File: config.mk
export PLATFORM = sky130hd
export DESIGN_NAME = loop_ddr4_reg_target
export DESIGN_NICKNAME = d
export VERILOG_FILES = /design/src/rtl/loop_ddr4_reg_target.sv
export SDC_FILE = /design/constraint.sdc
export NUM_CORES = 1
export LEC_CHECK = 0
export CORE_MARGIN = 3
export CORE_UTILIZATION = 48
export CTS_CLUSTER_DIAMETER = 50
export DETAILED_ROUTE_END_ITERATION = 7
export GPL_ROUTABILITY_DRIVEN = 0
export GPL_TIMING_DRIVEN = 0
export HOLD_SLACK_MARGIN = 0.12
export PLACE_DENSITY = 0.78
export SLEW_MARGIN = 25
export SYNTH_ARGS = -nofsm -noshare
export SYNTH_HDL_FRONTEND = slang
export SYNTH_SLANG_ARGS = --single-unit
File: constraint.sdc
create_clock -name ddr4_ui_clk -period 3.2 [get_ports ddr4_ui_clk]
set_clock_uncertainty 0.2 [all_clocks]
set_input_delay 0.48 -clock ddr4_ui_clk [delete_from_list [all_inputs] [get_ports ddr4_ui_clk]]
set_output_delay 0.48 -clock ddr4_ui_clk [all_outputs]
set_load 0.01 [all_outputs]
File: src/rtl/loop_ddr4_reg_target.sv
// ---------------------------------------------------------------------------
// loop_ddr4_reg_target
// DDR4-side register target for the loop plugin (ddr4_ui_clk domain).
// Takes single-cycle write strobes from the box-to-DDR4 register crossing,
// holds the loop test control registers, sequences one command at a time to
// the DDR4 traffic engine over valid/ready, and drives the registered
// read-back bus returned across the crossing.
//
// State table
//   state | meaning
//   IDLE  | no command outstanding, accepts START
//   ISSUE | cmd_valid asserted, waiting for cmd_ready
//   WAIT  | command accepted, waiting for eng_done
//
// Register map (reg i at DDR4_RD_REG_BASE + i*DDR4_RD_REG_INC)
//   0 CTRL (write: [0] START, [1] CLEAR) / STATUS (read)
//   1 BASE_ADDR
//   2 LEN
//   3 {ERR_CNT[15:0], DONE_CNT[15:0]} (read only)
//
// Ports
//   ddr4_ui_clk     DDR4 UI clock
//   ddr4_ui_rst     hard reset, synchronous, active-high
//   ddr4_reg_rst    soft reset pulse, same effect as ddr4_ui_rst
//   ddr4_reg_we     write strobe, one cycle per host write
//   ddr4_reg_addr   write address (valid with ddr4_reg_we)
//   ddr4_reg_wdata  write data (valid with ddr4_reg_we)
//   ddr4_reg_rdata  read-back bus, reg i at [32*i +: 32]
//   cmd_valid       command valid to traffic engine
//   cmd_ready       engine accepts command
//   cmd_addr        DDR4 start address of the command
//   cmd_len         beat count of the command (never 0 while cmd_valid)
//   eng_done        one-cycle completion pulse from engine
//   eng_err         error flag, sampled with eng_done
// ---------------------------------------------------------------------------
module loop_ddr4_reg_target #(
  parameter int                    REG_ADDR_W       = 12,
  parameter int                    DDR4_NUM_RD_REGS = 4,
  parameter logic [REG_ADDR_W-1:0] DDR4_RD_REG_BASE = 12'h4,
  parameter logic [REG_ADDR_W-1:0] DDR4_RD_REG_INC  = 12'h4
) (
  input  logic                          ddr4_ui_clk,
  input  logic                          ddr4_ui_rst,
  input  logic                          ddr4_reg_rst,
  input  logic                          ddr4_reg_we,
  input  logic [REG_ADDR_W-1:0]         ddr4_reg_addr,
  input  logic [31:0]                   ddr4_reg_wdata,
  output logic [DDR4_NUM_RD_REGS*32-1:0] ddr4_reg_rdata,
  output logic                          cmd_valid,
  input  logic                          cmd_ready,
  output logic [31:0]                   cmd_addr,
  output logic [31:0]                   cmd_len,
  input  logic                          eng_done,
  input  logic                          eng_err
);

  localparam int RD_W = DDR4_NUM_RD_REGS * 32;

  localparam logic [REG_ADDR_W-1:0] ADDR_CTRL = DDR4_RD_REG_BASE;
  localparam logic [REG_ADDR_W-1:0] ADDR_BASE = DDR4_RD_REG_BASE + DDR4_RD_REG_INC;
  localparam logic [REG_ADDR_W-1:0] ADDR_LEN  = DDR4_RD_REG_BASE + DDR4_RD_REG_INC
                                              + DDR4_RD_REG_INC;

  typedef enum logic [1:0] {
    ST_IDLE  = 2'd0,
    ST_ISSUE = 2'd1,
    ST_WAIT  = 2'd2
  } state_t;

  state_t           state_q,     state_d;
  logic [31:0]      base_q,      base_d;
  logic [31:0]      len_q,       len_d;
  logic [31:0]      cmd_addr_q,  cmd_addr_d;
  logic [31:0]      cmd_len_q,   cmd_len_d;
  logic             cmd_valid_q, cmd_valid_d;
  logic [15:0]      done_cnt_q,  done_cnt_d;
  logic [15:0]      err_cnt_q,   err_cnt_d;
  logic             overrun_q,   overrun_d;
  logic             bad_len_q,   bad_len_d;
  logic             last_err_q,  last_err_d;
  logic [RD_W-1:0]  rdata_q,     rdata_d;

  logic        rst;
  logic        wr_ctrl;
  logic        wr_base;
  logic        wr_len;
  logic        start;
  logic        clear;
  logic        set_overrun;
  logic        set_bad_len;
  logic [31:0] status;

  assign rst     = ddr4_ui_rst | ddr4_reg_rst;
  assign wr_ctrl = ddr4_reg_we && (ddr4_reg_addr == ADDR_CTRL);
  assign wr_base = ddr4_reg_we && (ddr4_reg_addr == ADDR_BASE);
  assign wr_len  = ddr4_reg_we && (ddr4_reg_addr == ADDR_LEN);
  assign start   = wr_ctrl & ddr4_reg_wdata[0];
  assign clear   = wr_ctrl & ddr4_reg_wdata[1];

  assign status = {26'd0, state_q, last_err_q, bad_len_q, overrun_q,
                   (state_q != ST_IDLE)};

  always_comb begin
    state_d     = state_q;
    base_d      = base_q;
    len_d       = len_q;
    cmd_addr_d  = cmd_addr_q;
    cmd_len_d   = cmd_len_q;
    done_cnt_d  = done_cnt_q;
    err_cnt_d   = err_cnt_q;
    last_err_d  = last_err_q;
    set_overrun = 1'b0;
    set_bad_len = 1'b0;

    if (wr_base) base_d = ddr4_reg_wdata;
    if (wr_len)  len_d  = ddr4_reg_wdata;

    case (state_q)
      ST_IDLE: begin
        if (start) begin
          if (len_q != 32'd0) begin
            // Snapshot so later BASE/LEN writes cannot disturb the command.
            cmd_addr_d = base_q;
            cmd_len_d  = len_q;
            state_d    = ST_ISSUE;
          end else begin
            set_bad_len = 1'b1;
          end
        end
      end
      ST_ISSUE: begin
        if (start) set_overrun = 1'b1;
        if (cmd_valid_q && cmd_ready) state_d = ST_WAIT;
      end
      ST_WAIT: begin
        if (start) set_overrun = 1'b1;
        if (eng_done) begin
          state_d    = ST_IDLE;
          last_err_d = eng_err;
          if (done_cnt_q != 16'hFFFF) done_cnt_d = done_cnt_q + 16'd1;
          if (eng_err && (err_cnt_q != 16'hFFFF)) err_cnt_d = err_cnt_q + 16'd1;
        end
      end
      default: state_d = ST_IDLE;
    endcase

    // CLEAR overrides a same-cycle count, but stickies raised by a
    // same-cycle START survive because clear is applied before start.
    if (clear) begin
      done_cnt_d = 16'd0;
      err_cnt_d  = 16'd0;
    end
    overrun_d = (clear ? 1'b0 : overrun_q) | set_overrun;
    bad_len_d = (clear ? 1'b0 : bad_len_q) | set_bad_len;

    cmd_valid_d = (state_d == ST_ISSUE);

    rdata_d = {err_cnt_q, done_cnt_q, len_q, base_q, status};
  end

  always_ff @(posedge ddr4_ui_clk) begin
    if (rst) begin
      state_q     <= ST_IDLE;
      base_q      <= 32'd0;
      len_q       <= 32'd0;
      cmd_addr_q  <= 32'd0;
      cmd_len_q   <= 32'd0;
      cmd_valid_q <= 1'b0;
      done_cnt_q  <= 16'd0;
      err_cnt_q   <= 16'd0;
      overrun_q   <= 1'b0;
      bad_len_q   <= 1'b0;
      last_err_q  <= 1'b0;
      rdata_q     <= '0;
    end else begin
      state_q     <= state_d;
      base_q      <= base_d;
      len_q       <= len_d;
      cmd_addr_q  <= cmd_addr_d;
      cmd_len_q   <= cmd_len_d;
      cmd_valid_q <= cmd_valid_d;
      done_cnt_q  <= done_cnt_d;
      err_cnt_q   <= err_cnt_d;
      overrun_q   <= overrun_d;
      bad_len_q   <= bad_len_d;
      last_err_q  <= last_err_d;
      rdata_q     <= rdata_d;
    end
  end

  assign cmd_valid      = cmd_valid_q;
  assign cmd_addr       = cmd_addr_q;
  assign cmd_len        = cmd_len_q;
  assign ddr4_reg_rdata = rdata_q;

endmodule
=== After elaboration in Yosys (flattened, before gate mapping) ===
Cells that the tools add are included.

* Add/subtract/negate cells: 2
* Div/mod/pow operators: 0
* Reduce and logical (&&, ||, !) cells: 14
* Eq/ne operators: 8
* Muxes and demuxes: 12
* Magnitude comparators: 0
* Bitwise logic cells: 5
* Shift-type cells: 0
* Multipliers: 0

{| class="wikitable"
|+ Operators by type and width
! cell !! count
|-
| 16-bit by 1-bit adder with 16-bit output, second input constant || 2
|-
| 16-bit inequality test, second input constant || 2
|-
| 32-bit nonzero test || 1
|-
| 12-bit by 4-bit equality test with 1-bit output, second input constant || 2
|-
| 12-bit by 3-bit equality test with 1-bit output, second input constant || 1
|-
| 3-bit AND reduction || 3
|-
| 2-bit 2-to-1 mux || 4
|-
| 1-bit 2-to-1 mux || 7
|-
| 2-bit case mux with 3 select lines || 1
|-
| 1-bit logical AND || 5
|-
| 2-bit by 1-bit equality test with 1-bit output, second input constant || 2
|-
| 2-bit OR reduction || 2
|-
| 1-bit bitwise OR || 3
|-
| 1-bit AND || 2
|-
| 2-bit equality test, second input constant || 1
|-
| 2-bit zero test || 1
|-
| 2-bit AND reduction || 1
|-
| 2-bit nonzero test || 1
|}

* Bits in writable memories: 0
* Register bits after elaboration: 294
* Input bits: 51
* Memories: 0
* Latch bits: 0
* Output and inout bits: 193
* Word-level logic and storage cells: 54
* Bits in read-only memories: 0

=== Depth between registers and ports, before layout ===
* Depth in word-level cells: 6
* Gate-level depth with buffers: 8
* Mapped depth without buffers: 7

=== Worst setup path after synthesis ===
No wires, ideal clock.

* Path kind: in2reg
* Start point: in ddr4_reg_addr[8]
* End point: reg cmd_addr_q[21] (netlist: cmd_addr[21])
* Slack: 821 ps
* Data required time: 2872 ps
* Stages on the path: 8
* Buffers on the path: 3
* Setup time: 128 ps
* Arrival: 2051 ps
* Path through: or4b_1 > nor4_2 > o211ai_1 > buf_2 > buf_6 > buf_6 > nand3_1 > o21ai_1

* Cells in the longest elaborated chain, start to end: 4

{| class="wikitable"
|+ RTL lines
! element !! RTL line !! text
|-
| from (decl) || 46 || <nowiki>input logic [REG_ADDR_W-1:0] ddr4_reg_addr,</nowiki>
|-
| 12-bit by 3-bit equality test with 1-bit output || 94 || <nowiki>assign wr_ctrl = ddr4_reg_we && (ddr4_reg_addr == ADDR_CTRL);</nowiki>
|-
| 1-bit logical AND || 94 ||
|-
| 1-bit AND || 97 || <nowiki>assign start = wr_ctrl & ddr4_reg_wdata[0];</nowiki>
|-
| 3-bit AND reduction (no source line) || n/a ||
|-
| to (signal assigned) || 179 || <nowiki>cmd_addr_q <= cmd_addr_d;</nowiki>
|-
| to (decl) || 73 || <nowiki>logic [31:0] cmd_addr_q, cmd_addr_d;</nowiki>
|}

No other way between the ends.
A chain may end at the register's enable or synchronous reset.

=== Final worst setup path ===
* Start point: in ddr4_reg_addr[11]
* End point: reg cmd_addr_q[24] (netlist: cmd_addr[24])

The elaborated chain is that of the path after synthesis.

==> results_tabular.tex <==
\begin{tabular}{lr}
\hline
Metric & Value \\
\hline
\multicolumn{2}{l}{\textbf{Run status}} \\
Result of the run & complete, no violations \\
\multicolumn{2}{l}{\textbf{Detailed routing}} \\
Starting DRT DRC Count & 517 \\
Antenna violation net count after detailed routing & 0 \\
Total DRC errors in the routed layout & 0 \\
Vias & 7822 \\
Aggregate routed wire length & 24900 um \\
Routed len/inst & 16.0 um \\
Detailed-routing iteration count for the pre-antenna-repair pass & 5 \\
Post-DR vias/cell & 5.03 \\
\multicolumn{2}{l}{\textbf{Logic synthesis}} \\
Fraction of registers with async set/reset & 0\% \\
Synthesized area divided by synthesized cell count & 9.22 sq um \\
Most used DFF post-synth & sky130\_fd\_sc\_hd\_\_dfxtp\_1 \\
Post-synthesis sequential area ratio & 57.9\% \\
Post-synthesis instance area & 9270 sq um \\
Number of different library cells in the post-synthesis netlist & 52 \\
Yosys Warn Count & 0 \\
Post-synthesis instance total & 1005 \\
Count of state elements after synthesis & 268 \\
Count of flip-flops with a built-in enable after synthesis & 0 \\
\multicolumn{2}{l}{\textbf{Critical path}} \\
R2r setup slk & 0.40 ns \\
Launch instance of the worst register-to-register path & len\_q[8] \\
Cell family with most CP delay & simple AND/OR/NAND/NOR gates \\
Setup crit start kind & input port \\
Critical path class & in -> reg \\
Worst EP required & 3.39 ns \\
Crit-path most repeated cell & sky130\_fd\_sc\_hd\_\_buf\_6 \\
Highest net fanout along the worst path & 10 \\
CP max stage cell & sky130\_fd\_sc\_hd\_\_or4b\_1 \\
Critical path data arrival time & 2.99 ns \\
Kind of end point of the critical path & flip-flop \\
Critical Path, Cell by Cell & clkdlybuf4s50\_1, or4b\_1, nor4\_2, o211ai\_1, buf\_2, buf\_6, buf\_6, nand3\_1, o21ai\_1 \\
Critical Path Max Stage Delay & 0.61 ns \\
R2r worst-path depth & 6 \\
Worst reg2reg path endpoint & cmd\_addr[21] \\
Sum of buffers and inverters on the critical path & 4 \\
\multicolumn{2}{l}{\textbf{Finish}} \\
Area added between synthesis and finish & 36.9\% \\
Number of filler instances in the final layout & 1477 \\
Fin nets & 1333 \\
Most common cell after layout, fill and taps aside & sky130\_fd\_sc\_hd\_\_dfxtp\_1 \\
Fraction of layout cells with a size suffix above 1 & 7.19\% \\
Area occupied by multi-input gates & 3270 sq um \\
Post-layout instance area & 12700 sq um \\
Most frequent cells in the layout & sky130\_fd\_sc\_hd\_\_dfxtp\_1 (268), sky130\_fd\_sc\_hd\_\_clkdlybuf4s50\_1 (217), sky130\_fd\_sc\_hd\_\_nand2\_1 (146) \\
Footprint of the flip-flops and latches & 5370 sq um \\
\multicolumn{2}{l}{\textbf{GRT}} \\
Total global-route track usage & 22.8\% \\
Initial antenna violation count & 1 \\
First-pass GRT wire length & 39600 um \\
Overflow left after global routing & 0 \\
Largest net degree at the start of global routing & 15 \\
Vias in the first global route & 7508 \\
\multicolumn{2}{l}{\textbf{Min path}} \\
Startpoint of the lowest-slack hold path & cmd\_addr[16] \\
Worst Hold Endpoint & cmd\_addr[16] \\
Hold path depth & 2 \\
Worst hold path class & reg -> reg \\
\multicolumn{2}{l}{\textbf{CTS}} \\
Clock transition at the registers of the reported paths & 0.06 ns \\
Resized Gates After CTS & 0 \\
Number of clock buffers inserted by TritonCTS & 27 \\
CTS Hold Buffers Added & 0 \\
Later-pin clock latency in the skew report & 0.52 ns \\
Deepest level of the CTS H-tree & 1 \\
Clock Path Buffers & 3 \\
Clock Sink Count & 268 \\
Clock tree from TritonCTS & built \\
Root buffer cell & sky130\_fd\_sc\_hd\_\_clkbuf\_16 \\
Post-CTS setup buffer count & 0 \\
\multicolumn{2}{l}{\textbf{STA}} \\
Slew at the pin closest to its max-slew limit & 0.866 ns \\
Pins Over Slew Limit & 0 \\
Max Fclk & 357 MHz \\
Final hold violations & 0 \\
Total negative slack & 0 ns \\
Final-report setup violation count & 0 \\
Tightest slew margin relative to the limit & 41.7\% \\
Unrepaired setup endpoints after global routing & no \\
Portion of the clock cycle consumed by the worst path in the final layout & 87.5\% \\
Time the worst path needs with I/O delays and setup & 2.80 ns \\
\multicolumn{2}{l}{\textbf{Flow run}} \\
Max-cap violations & 0 \\
\multicolumn{2}{l}{\textbf{Power}} \\
Peak VDD IR & 448 uV \\
Leakage power summed over all cells & 5.22 nW \\
Cell Pwr Density & 511 nW/um\^{}2 \\
\multicolumn{2}{l}{\textbf{Place}} \\
Post-detailed-placement cell area & 11900 sq um \\
DP Wirelength & 18400 um \\
Number of port buffers & 217 \\
\multicolumn{2}{l}{\textbf{Die}} \\
Core area & 18800 sq um \\
Initial cell density of the core & 49.2\% \\
DIE WIDTH & 145 um \\
Die Y-Extent & 145 um \\
Die footprint & 21000 sq um \\
\# rows & 50 \\
Count of boundary I/O pins & 244 \\
\hline
\end{tabular}
-- cell usage after synthesis (2+ instances only) --
master | number | area [sq um]
sky130_fd_sc_hd__clkbuf_1 | 28 | 105
sky130_fd_sc_hd__ha_1 | 6 | 75.1
sky130_fd_sc_hd__buf_4 | 29 | 218
sky130_fd_sc_hd__nor4b_1 | 2 | 17.5
sky130_fd_sc_hd__a211oi_1 | 2 | 15.0
sky130_fd_sc_hd__buf_1 | 8 | 30.0
sky130_fd_sc_hd__nand3b_1 | 2 | 15.0
sky130_fd_sc_hd__nand4_1 | 14 | 87.6
sky130_fd_sc_hd__buf_6 | 3 | 33.8
sky130_fd_sc_hd__o21ai_1 | 21 | 105
sky130_fd_sc_hd__nor3_1 | 6 | 30.0
sky130_fd_sc_hd__xnor2_1 | 10 | 87.6
sky130_fd_sc_hd__or4_4 | 2 | 22.5
sky130_fd_sc_hd__nand2_1 | 146 | 548
sky130_fd_sc_hd__o2111ai_1 | 3 | 26.3
sky130_fd_sc_hd__o21ai_0 | 48 | 240
sky130_fd_sc_hd__nand3_1 | 80 | 400
sky130_fd_sc_hd__inv_1 | 71 | 267
sky130_fd_sc_hd__o211ai_1 | 3 | 22.5
sky130_fd_sc_hd__o31ai_1 | 4 | 30.0
sky130_fd_sc_hd__and4_1 | 5 | 43.8
sky130_fd_sc_hd__mux2i_1 | 34 | 340
sky130_fd_sc_hd__and2_1 | 32 | 200
sky130_fd_sc_hd__xor2_1 | 7 | 61.3
sky130_fd_sc_hd__nor2b_1 | 2 | 12.5
sky130_fd_sc_hd__nor2_1 | 67 | 251
sky130_fd_sc_hd__buf_2 | 14 | 70.1
sky130_fd_sc_hd__or2_2 | 2 | 12.5
sky130_fd_sc_hd__a31oi_1 | 4 | 25.0
sky130_fd_sc_hd__nor4_1 | 17 | 106
sky130_fd_sc_hd__and3_1 | 2 | 12.5
sky130_fd_sc_hd__or3_1 | 2 | 12.5
sky130_fd_sc_hd__dfxtp_1 | 268 | 5370
sky130_fd_sc_hd__a21oi_1 | 41 | 205
sky130_fd_sc_hd__or4_1 | 3 | 22.5
-- metal layers --
layer  routed length (um)  GRT usage [%]
met1                10400           28.1
met2                11700           39.1
met3                 1920           5.47
met4                  840           8.17
met5                    0              0
-- metrics by stage --
step	hold slack (ns)	util (%)	total power [W]	cells	setup slack (ns)
2_1_floorplan	0.223	-	0.00350	1030	0.821
3_3_place_gp	0.238	63.0	0.00360	1507	-0.0754
6_report	0.256	67.4	0.00648	1554	0.401
4_1_cts	0.258	67.4	0.00651	1553	0.429
5_1_grt	0.273	67.4	0.00666	1554	0.306
3_5_place_dp	0.249	63.0	0.00360	1507	-0.0869
-- flip-flops by register name (all words and copies together) (netlist names), 2 cells and up --
name	count
ddr4_reg_rdata	102
base_q	32
cmd_addr	32
cmd_len	32
len_q	32
done_cnt_q	16
err_cnt_q	16
state_q	2
-- final cells by class --
| cell class | count | area share [%] |
|---|---|---|
| Tap cell | 260 | 2.56 |
| Antenna cell | 1 | 0.0197 |
| Inverter | 71 | 2.10 |
| Multi-Input combinational cell | 609 | 25.8 |
| Clock inverter | 9 | 0.661 |
| Buffer | 82 | 3.60 |
| Clock buffer | 37 | 5.86 |
| Timing Repair Buffer | 217 | 17.1 |
| Sequential cell | 268 | 42.3 |
-- worst max-delay path by stage --
stage / start / end / slack [ns] / depth (start not counted)
after floorplan: ddr4_reg_addr[8] / cmd_addr[21] / 0.82 / 8
after global placement: ddr4_reg_addr[11] / cmd_addr[30] / -0.08 / 9
after detailed placement: ddr4_reg_addr[11] / cmd_addr[18] / -0.09 / 9
after CTS: len_q[8] / cmd_addr[23] / 0.43 / 6
after global routing: len_q[8] / cmd_addr[23] / 0.31 / 6
final: ddr4_reg_addr[11] / cmd_addr[24] / 0.40 / 9
-- worst register-to-register path, cell delays in order (launching register included) --
cell	delay, ns
sky130_fd_sc_hd__dfxtp_1	0.33
sky130_fd_sc_hd__nor4_1	0.45
sky130_fd_sc_hd__nand4_1	0.27
sky130_fd_sc_hd__o211ai_1	0.47
sky130_fd_sc_hd__buf_2	0.37
sky130_fd_sc_hd__clkbuf_1	0.43
sky130_fd_sc_hd__o21ai_1	0.14
-- cell families (layout without fill, tap and decap cells) --
kind of cell	after synthesis	count (layout)	share of synthesized area, %
other cells	1	27	0.0405
fa+ha+maj	6	6	0.810
simple gates	389	389	19.9
mux	34	34	3.67
xor+xnor	17	17	1.61
compound gates	137	137	8.29
buf+inv	153	416	7.80
flops	268	268	57.9
-- report_power, final --
group	internal, W	leakage [nW]	switching [W]
clock	0.00170	0.406	0.00125
sequential	0.00334	2.16	0.0000000230
combinational	0.0000879	2.66	0.000106
No activity file was read; power rests on OpenSTA's default activity.
